`src/rtl/student_fir_scheduler.sv`:
```
// student_fir_scheduler: sequences a daisy-chained bank of student_fir cores.
// One strobe per accepted sample, gathers every core's done pulse, adds the
// partial results one core per cycle, then scales and saturates the sum.
// Optional feature macro: STUDENT_FIR_SCHED_OVERRUN_CNT_EN enables the
// dropped-sample counter; without it overrun_cnt_o is tied to zero.
module student_fir_scheduler #(
  parameter int NUM_FIR           = 4,
  parameter int DATA_SIZE         = 16,
  parameter int DATA_SIZE_FIR_OUT = 32,
  parameter int DATA_SIZE_OUT     = 24,
  parameter int OUT_SHIFT         = 8,
  parameter int TIMEOUT_CYCLES    = 4096
) (
  input  logic                                   clk_i,
  input  logic                                   rst_ni,
  input  logic                                   sample_valid_i,
  input  logic [DATA_SIZE-1:0]                   sample_i,
  output logic                                   fir_strobe_o,
  output logic [DATA_SIZE-1:0]                   fir_sample_o,
  input  logic [NUM_FIR-1:0]                     fir_done_i,
  input  logic [NUM_FIR*DATA_SIZE_FIR_OUT-1:0]   fir_y_i,
  output logic                                   y_valid_o,
  output logic [DATA_SIZE_OUT-1:0]               y_o,
  output logic                                   busy_o,
  output logic                                   timeout_o,
  input  logic                                   clear_i,
  output logic [15:0]                            overrun_cnt_o
);

  // Accumulator carries enough headroom that summing every core never wraps.
  localparam int ACC_W = DATA_SIZE_FIR_OUT + $clog2(NUM_FIR) + 1;
  localparam int IDX_W = (NUM_FIR > 1) ? $clog2(NUM_FIR) : 1;
  localparam int WD_W  = $clog2(TIMEOUT_CYCLES + 1);

  typedef enum logic [2:0] {
    ST_IDLE,
    ST_STROBE,
    ST_WAIT,
    ST_SUM,
    ST_OUT
  } state_t;

  state_t                               state_q, state_d;
  logic [DATA_SIZE-1:0]                 sample_q, sample_d;
  logic [NUM_FIR-1:0]                   mask_q, mask_d;
  logic [NUM_FIR*DATA_SIZE_FIR_OUT-1:0] snap_q, snap_d;
  logic [IDX_W-1:0]                     idx_q, idx_d;
  logic [ACC_W-1:0]                     acc_q, acc_d;
  logic [WD_W-1:0]                      wd_q, wd_d;
  logic [DATA_SIZE_OUT-1:0]             y_q, y_d;
  logic                                 timeout_q, timeout_d;
  logic                                 timeout_set;
  logic [NUM_FIR-1:0]                   mask_all;

  // Shift the unsigned sum down, then clamp anything wider than the output.
  function automatic logic [DATA_SIZE_OUT-1:0] sat_scale(input logic [ACC_W-1:0] acc);
    logic [ACC_W-1:0] r;
    r = acc >> OUT_SHIFT;
    if ((r >> DATA_SIZE_OUT) != '0) sat_scale = '1;
    else                            sat_scale = r[DATA_SIZE_OUT-1:0];
  endfunction

  // Next-state and datapath updates for the sequencing FSM.
  always_comb begin
    state_d     = state_q;
    sample_d    = sample_q;
    mask_d      = mask_q;
    snap_d      = snap_q;
    idx_d       = idx_q;
    acc_d       = acc_q;
    wd_d        = wd_q;
    y_d         = y_q;
    timeout_set = 1'b0;
    mask_all    = mask_q | fir_done_i;
    case (state_q)
      ST_IDLE: begin
        if (sample_valid_i) begin
          sample_d = sample_i;
          mask_d   = '0;
          wd_d     = '0;
          state_d  = ST_STROBE;
        end
      end
      ST_STROBE: begin
        // A done pulse coinciding with the strobe cycle must not be lost.
        mask_d  = mask_all;
        state_d = ST_WAIT;
      end
      ST_WAIT: begin
        mask_d = mask_all;
        if (&mask_all) begin
          snap_d  = fir_y_i;
          idx_d   = '0;
          acc_d   = '0;
          state_d = ST_SUM;
        end else begin
          wd_d = wd_q + WD_W'(1);
          if (wd_d == WD_W'(TIMEOUT_CYCLES)) begin
            timeout_set = 1'b1;
            state_d     = ST_IDLE;
          end
        end
      end
      ST_SUM: begin
        acc_d = acc_q + ACC_W'(snap_q[int'(idx_q)*DATA_SIZE_FIR_OUT +: DATA_SIZE_FIR_OUT]);
        if (idx_q == IDX_W'(NUM_FIR - 1)) begin
          y_d     = sat_scale(acc_d);
          state_d = ST_OUT;
        end else begin
          idx_d = idx_q + IDX_W'(1);
        end
      end
      ST_OUT: begin
        state_d = ST_IDLE;
      end
      default: state_d = ST_IDLE;
    endcase
    timeout_d = clear_i ? 1'b0 : (timeout_q | timeout_set);
  end

  // State and datapath registers; reset discards any in-flight work.
  always_ff @(posedge clk_i or negedge rst_ni) begin
    if (!rst_ni) begin
      state_q   <= ST_IDLE;
      sample_q  <= '0;
      mask_q    <= '0;
      idx_q     <= '0;
      acc_q     <= '0;
      wd_q      <= '0;
      y_q       <= '0;
      timeout_q <= 1'b0;
    end else begin
      state_q   <= state_d;
      sample_q  <= sample_d;
      mask_q    <= mask_d;
      idx_q     <= idx_d;
      acc_q     <= acc_d;
      wd_q      <= wd_d;
      y_q       <= y_d;
      timeout_q <= timeout_d;
    end
  end

  // Snapshot of the core outputs is only read after being loaded, so no reset.
  always_ff @(posedge clk_i) begin
    snap_q <= snap_d;
  end

`ifdef STUDENT_FIR_SCHED_OVERRUN_CNT_EN
  logic [15:0] ovr_q, ovr_d;
  logic        drop;

  // Count samples refused while busy; clear wins, count saturates.
  always_comb begin
    drop  = sample_valid_i && (state_q != ST_IDLE);
    ovr_d = ovr_q;
    if (clear_i)                          ovr_d = '0;
    else if (drop && (ovr_q != 16'hFFFF)) ovr_d = ovr_q + 16'd1;
  end

  // Overrun counter register.
  always_ff @(posedge clk_i or negedge rst_ni) begin
    if (!rst_ni) ovr_q <= '0;
    else         ovr_q <= ovr_d;
  end

  assign overrun_cnt_o = ovr_q;
`else
  assign overrun_cnt_o = '0;
`endif

  assign fir_strobe_o = (state_q == ST_STROBE);
  assign fir_sample_o = sample_q;
  assign y_valid_o    = (state_q == ST_OUT);
  assign y_o          = y_q;
  assign busy_o       = (state_q != ST_IDLE);
  assign timeout_o    = timeout_q;

endmodule
```
`config.mk`:
```
export PLATFORM = sky130hd
export DESIGN_NAME = student_fir_scheduler
export DESIGN_NICKNAME = d
export VERILOG_FILES = /design/src/rtl/student_fir_scheduler.sv
export SDC_FILE = /design/constraint.sdc
export NUM_CORES = 1
export LEC_CHECK = 0
export ABC_AREA = 1
export ABC_CLOCK_PERIOD_IN_PS = 8230
export CAP_MARGIN = 0
export CORE_MARGIN = 4
export CORE_UTILIZATION = 50
export DETAILED_ROUTE_END_ITERATION = 16
export PLACE_DENSITY = 0.75
export SYNTH_ARGS = -nofsm -noshare
export SYNTH_HDL_FRONTEND = slang
export SYNTH_SLANG_ARGS = --single-unit
export TNS_END_PERCENT = 100
```
`constraint.sdc`:
```
create_clock -name clk_i -period 8.23 [get_ports clk_i]
set_input_delay 1.646 -clock clk_i [delete_from_list [all_inputs] [get_ports clk_i]]
set_output_delay 1.646 -clock clk_i [all_outputs]
set_load 0.02 [all_outputs]
```
==> summary.md <==
| Metric | Value |
|---|---|
| Top FF cell, synth | edfxtp_1 |
| Metal1 wirelength | between 10 and 15 mm |
| F_max | 234.1 MHz |
| Ys async rst share | 43.36% |
| RSZ-0062 raised after global routing | no |
| Data arrival, critical path | around 4.7 ns |
| Cell area after synthesis | between 10,000 and 15,000 um^2 |
| Initial antenna violation count | 0 |
| Final Cycle Share | 51.90% |
| Mux cell area share after synthesis | 0% |
| CTS tree | done |
| Overall power | 5920 uW |
| Worst setup path class | reg -> reg |
| Hold Crit Start | fir_sample_o[15]$_DFFE_PN0P_ |
| Share of layout cells above drive strength 1 | 7.197% |
| Final Critical Period | about 4.3 ns |
| Site Rows | 54 |
| CP Launch Point | idx_q[0]$_DFFE_PN0P_ |
| Dpl hpwl | 20.06 mm |
| Clk pin slew, worst setup/hold paths | 0.06 ns |
| Hold Path Class | reg -> reg |
| Metal2 WL | 12.26 mm |
| Via-to-Cell Ratio | 5.204 |
| Largest net degree at the start of global routing | 77 |
| CP delay by family, top | buffers and inverters |
| Drc violations | 0 |
| Initial drt markers | 515 |
| Ant diodes | 0 |
| Worst slew pin tran | between 1 and 1.5 ns |
| Pwr dens | 414.6 nW/um^2 |
| Cell breakdown of the critical path | buf_4 > inv_2 > nand2_1 > a32oi_1 > inv_1 > fa_1 > inv_1 > nand3_1 > nand3_1 > nand2_1 > nand2_1 > nand2_1 > nand2_2 > nand2_2 > nand2_2 > nand2_2 > nand2_4 > nand3_4 > o21a_1 |
| Xor/xnor share of the synthesized area | 1.695% |
| Fillers | 1,805 |
| Synthesized area per cell | 9.107 um^2 |
| Final nets | 1,627 |
| Largest family of logic cells by synthesized area | simple AND/OR/NAND/NOR gates |
| Yosys warns | 0 |
| First-pass GRT wire length | roughly 45 mm |
| CP endpoint kind | flip-flop |
| Setup violations, final | 0 |
| Die Width | 158.8 um |
| H-tree depth | 1 |
| Max Cap Viol | 0 |
| Hold Fails Final Rpt | 0 |
| Clk_lat worst skew | 0.52 ns |
| Die H | ~160 um |
| Synthesized instance count | 1,248 |
| Fin Clk Skew | roughly 0.011 ns |
| Drt first pass iters | 5 |
| Max Used Layer | met4 |
| Status | complete, no violations |
| Crit-path max FO | 66 |
| Antenna Nets Post-Route | 0 |
| Met3 Routed Length | ~2.0 mm |
| Total global routing overflow | 0 |
| Critical path data required time | 8.63 ns |
| Routability cong. | 0.9061 |
| I/O pin cnt | 212 |
| Synth Area in Adders | 3.919% |
| Num Clock Sinks | 226 |
| Number of port buffers | approximately 200 |
| Yosys cell types | 46 |
| Sequential-to-total area share from yosys stat | 55.39% |
| Max-slew violations | 0 |
| Routed len/inst | 15.74 um |
| Starting Density | 51.44% |
| Num CTS Buffers | 25 |
| Number of global-route vias before repair | 9,201 |
| FF-to-FF Start | idx_q[0]$_DFFE_PN0P_ |
| Setup TNS | 0 ns |
| Fin util | about 65% |
| Crit path largest cell delay | 0.84 ns |
| GRT Total Usage | 21.32% |
| WP buf/inv | 4 |
| P_leak | 0.006139 uW |
| Root Buffer | clkbuf_16 |
| VDD IR max | 0.0001936 V |
| Post-synth EDFFs | around 130 |
| Hold Buf Count CTS | 0 |
| Slew HR | 28.62% |
| CP startpoint kind | flip-flop |
| Seq cells post-synth | roughly 230 |
| Simple-gate share of the synthesized area | between 20% and 30% |
| Crit-path slowest cell | inv_2 |
| Die ar. | approximately 25,000 um^2 |
| Synth Area in Compound Gates | a little over a tenth |
| Area delta synth->final | 25.63% |
| Maximum clock path buffer count | 3 |
| CTS resizes | 0 |
| Routed WL | around 27 mm |
| Post-CTS Setup Bufs | 0 |
| Routed vias | ~9,100 |
| Core Region | 22,090 um^2 |
## cell usage after synthesis (13+ instances only)
| master | instances | area (um^2) |
|---|---|---|
| edfxtp_1 | 128 | 3844 |
| a21oi_1 | 46 | 230.2 |
| ha_1 | 34 | 425.4 |
| dfrtp_1 | 98 | 2452 |
| nand4_1 | 21 | 131.4 |
| nand2_1 | 328 | 1231 |
| clkbuf_1 | 28 | 105.1 |
| o22ai_1 | 42 | 262.8 |
| o21ai_0 | 109 | 545.5 |
| nand2_2 | 13 | 81.33 |
| nand3_1 | 36 | 180.2 |
| nor2_1 | 130 | 488.0 |
| buf_4 | 17 | 127.6 |
| inv_1 | 107 | 401.6 |
## per-layer routing
layer | track usage (%) | vias to the layer above
met4 | 4.063 | 0
met3 | 4.510 | 35
met2 | 34.70 | 324
met5 | 0 | -
met1 | 30.12 | 4162
li1 | - | 4529
## layout by cell type (no fill, tap or decap), drive strengths merged
cell and count:
ha 34, edfxtp 128, a32oi 1, bufinv 2
clkbuf 33, clkdlybuf4s50 194, dfrtp 98, o21ai 114
a21o 2, a21oi 47, nor3 15, o22ai 42
inv 121, buf 8, nor2 135, o21a 5
clkinv 10, a32o 2, a22o 2, or2 10
o21bai 2, fa 1, nand3 42, conb 16
xnor2 12, a21boi 1, nand4 21, nand2 345
and2 4, nor4 2, xor2 10
## report_power, final
group	internal [uW]	switching, uW
clock network	641	434
registers	1560	140
logic	1080	2060
## sequential cells by signal, indices dropped and copies added, names as in the netlist
signal        cells
timeout_o         1
acc_q            35
state_q           3
snap_q          128
wd_q             13
y_o              24
idx_q             2
mask_q            4
fir_sample_o     16
## worst register-to-register path, cell delays in order (launching register included)
cell and delay, ns:
dfrtp_2 0.38, buf_4 0.30, inv_2 0.88, nand2_1 0.14
a32oi_1 0.40, inv_1 0.12, fa_1 0.40, inv_1 0.12
nand3_1 0.09, nand3_1 0.16, nand2_1 0.07, nand2_1 0.15
nand2_1 0.09, nand2_2 0.10, nand2_2 0.07, nand2_2 0.07
nand2_2 0.06, nand2_4 0.19, nand3_4 0.18, o21a_1 0.21
## worst paths after layout
check,slack (ns),depth (start not counted),end
worst max register to register,3.96,19,y_o[17]$_DFFE_PN0P_
worst min register to register,0.47,2,fir_sample_o[15]$_DFFE_PN0P_
min in group asynchronous,1.20,1,wd_q[11]$_DFFE_PN0P_
worst min-delay path,0.47,2,fir_sample_o[15]$_DFFE_PN0P_
worst max-delay path,3.96,19,y_o[17]$_DFFE_PN0P_
max in group asynchronous,6.02,2,y_o[2]$_DFFE_PN0P_
## cells by family after synthesis
kind of cell	count (synthesis)
AOI/OAI and AO/OA	218
DFF	226
adders and majority gates	35
buffers and inverters	172
other	1
and+or+nand+nor	574
xor gates and xnor gates	22
## area by class of cell
class | count | area (um^2) | area share [%]
sequential | 226 | 6297 | 44.10
tap | 280 | 350.3 | 2.454
clock buffer | 33 | 675.6 | 4.732
clock inverter | 13 | 118.9 | 0.8325
multi-input combinational | 865 | 4384 | 30.70
inverter | 120 | 450.4 | 3.155
timing repair buffer | 202 | 2002 | 14.02
## stage by stage
step / instances / hold slack [ns] / setup WS [ns] / cell area, um^2
floorplan: 1263 / 0.4560 / 1.832 / 11420
global placement: 1693 / 0.4522 / 3.620 / 13480
detailed placement: 1693 / 0.4611 / 3.507 / 13480
CTS: 1739 / 0.4748 / 3.985 / 14280
global route: 1739 / 0.4883 / 3.586 / 14280
finish: 1739 / 0.4714 / 3.959 / 14280
Note: power is estimated with default switching activity, not from simulation.
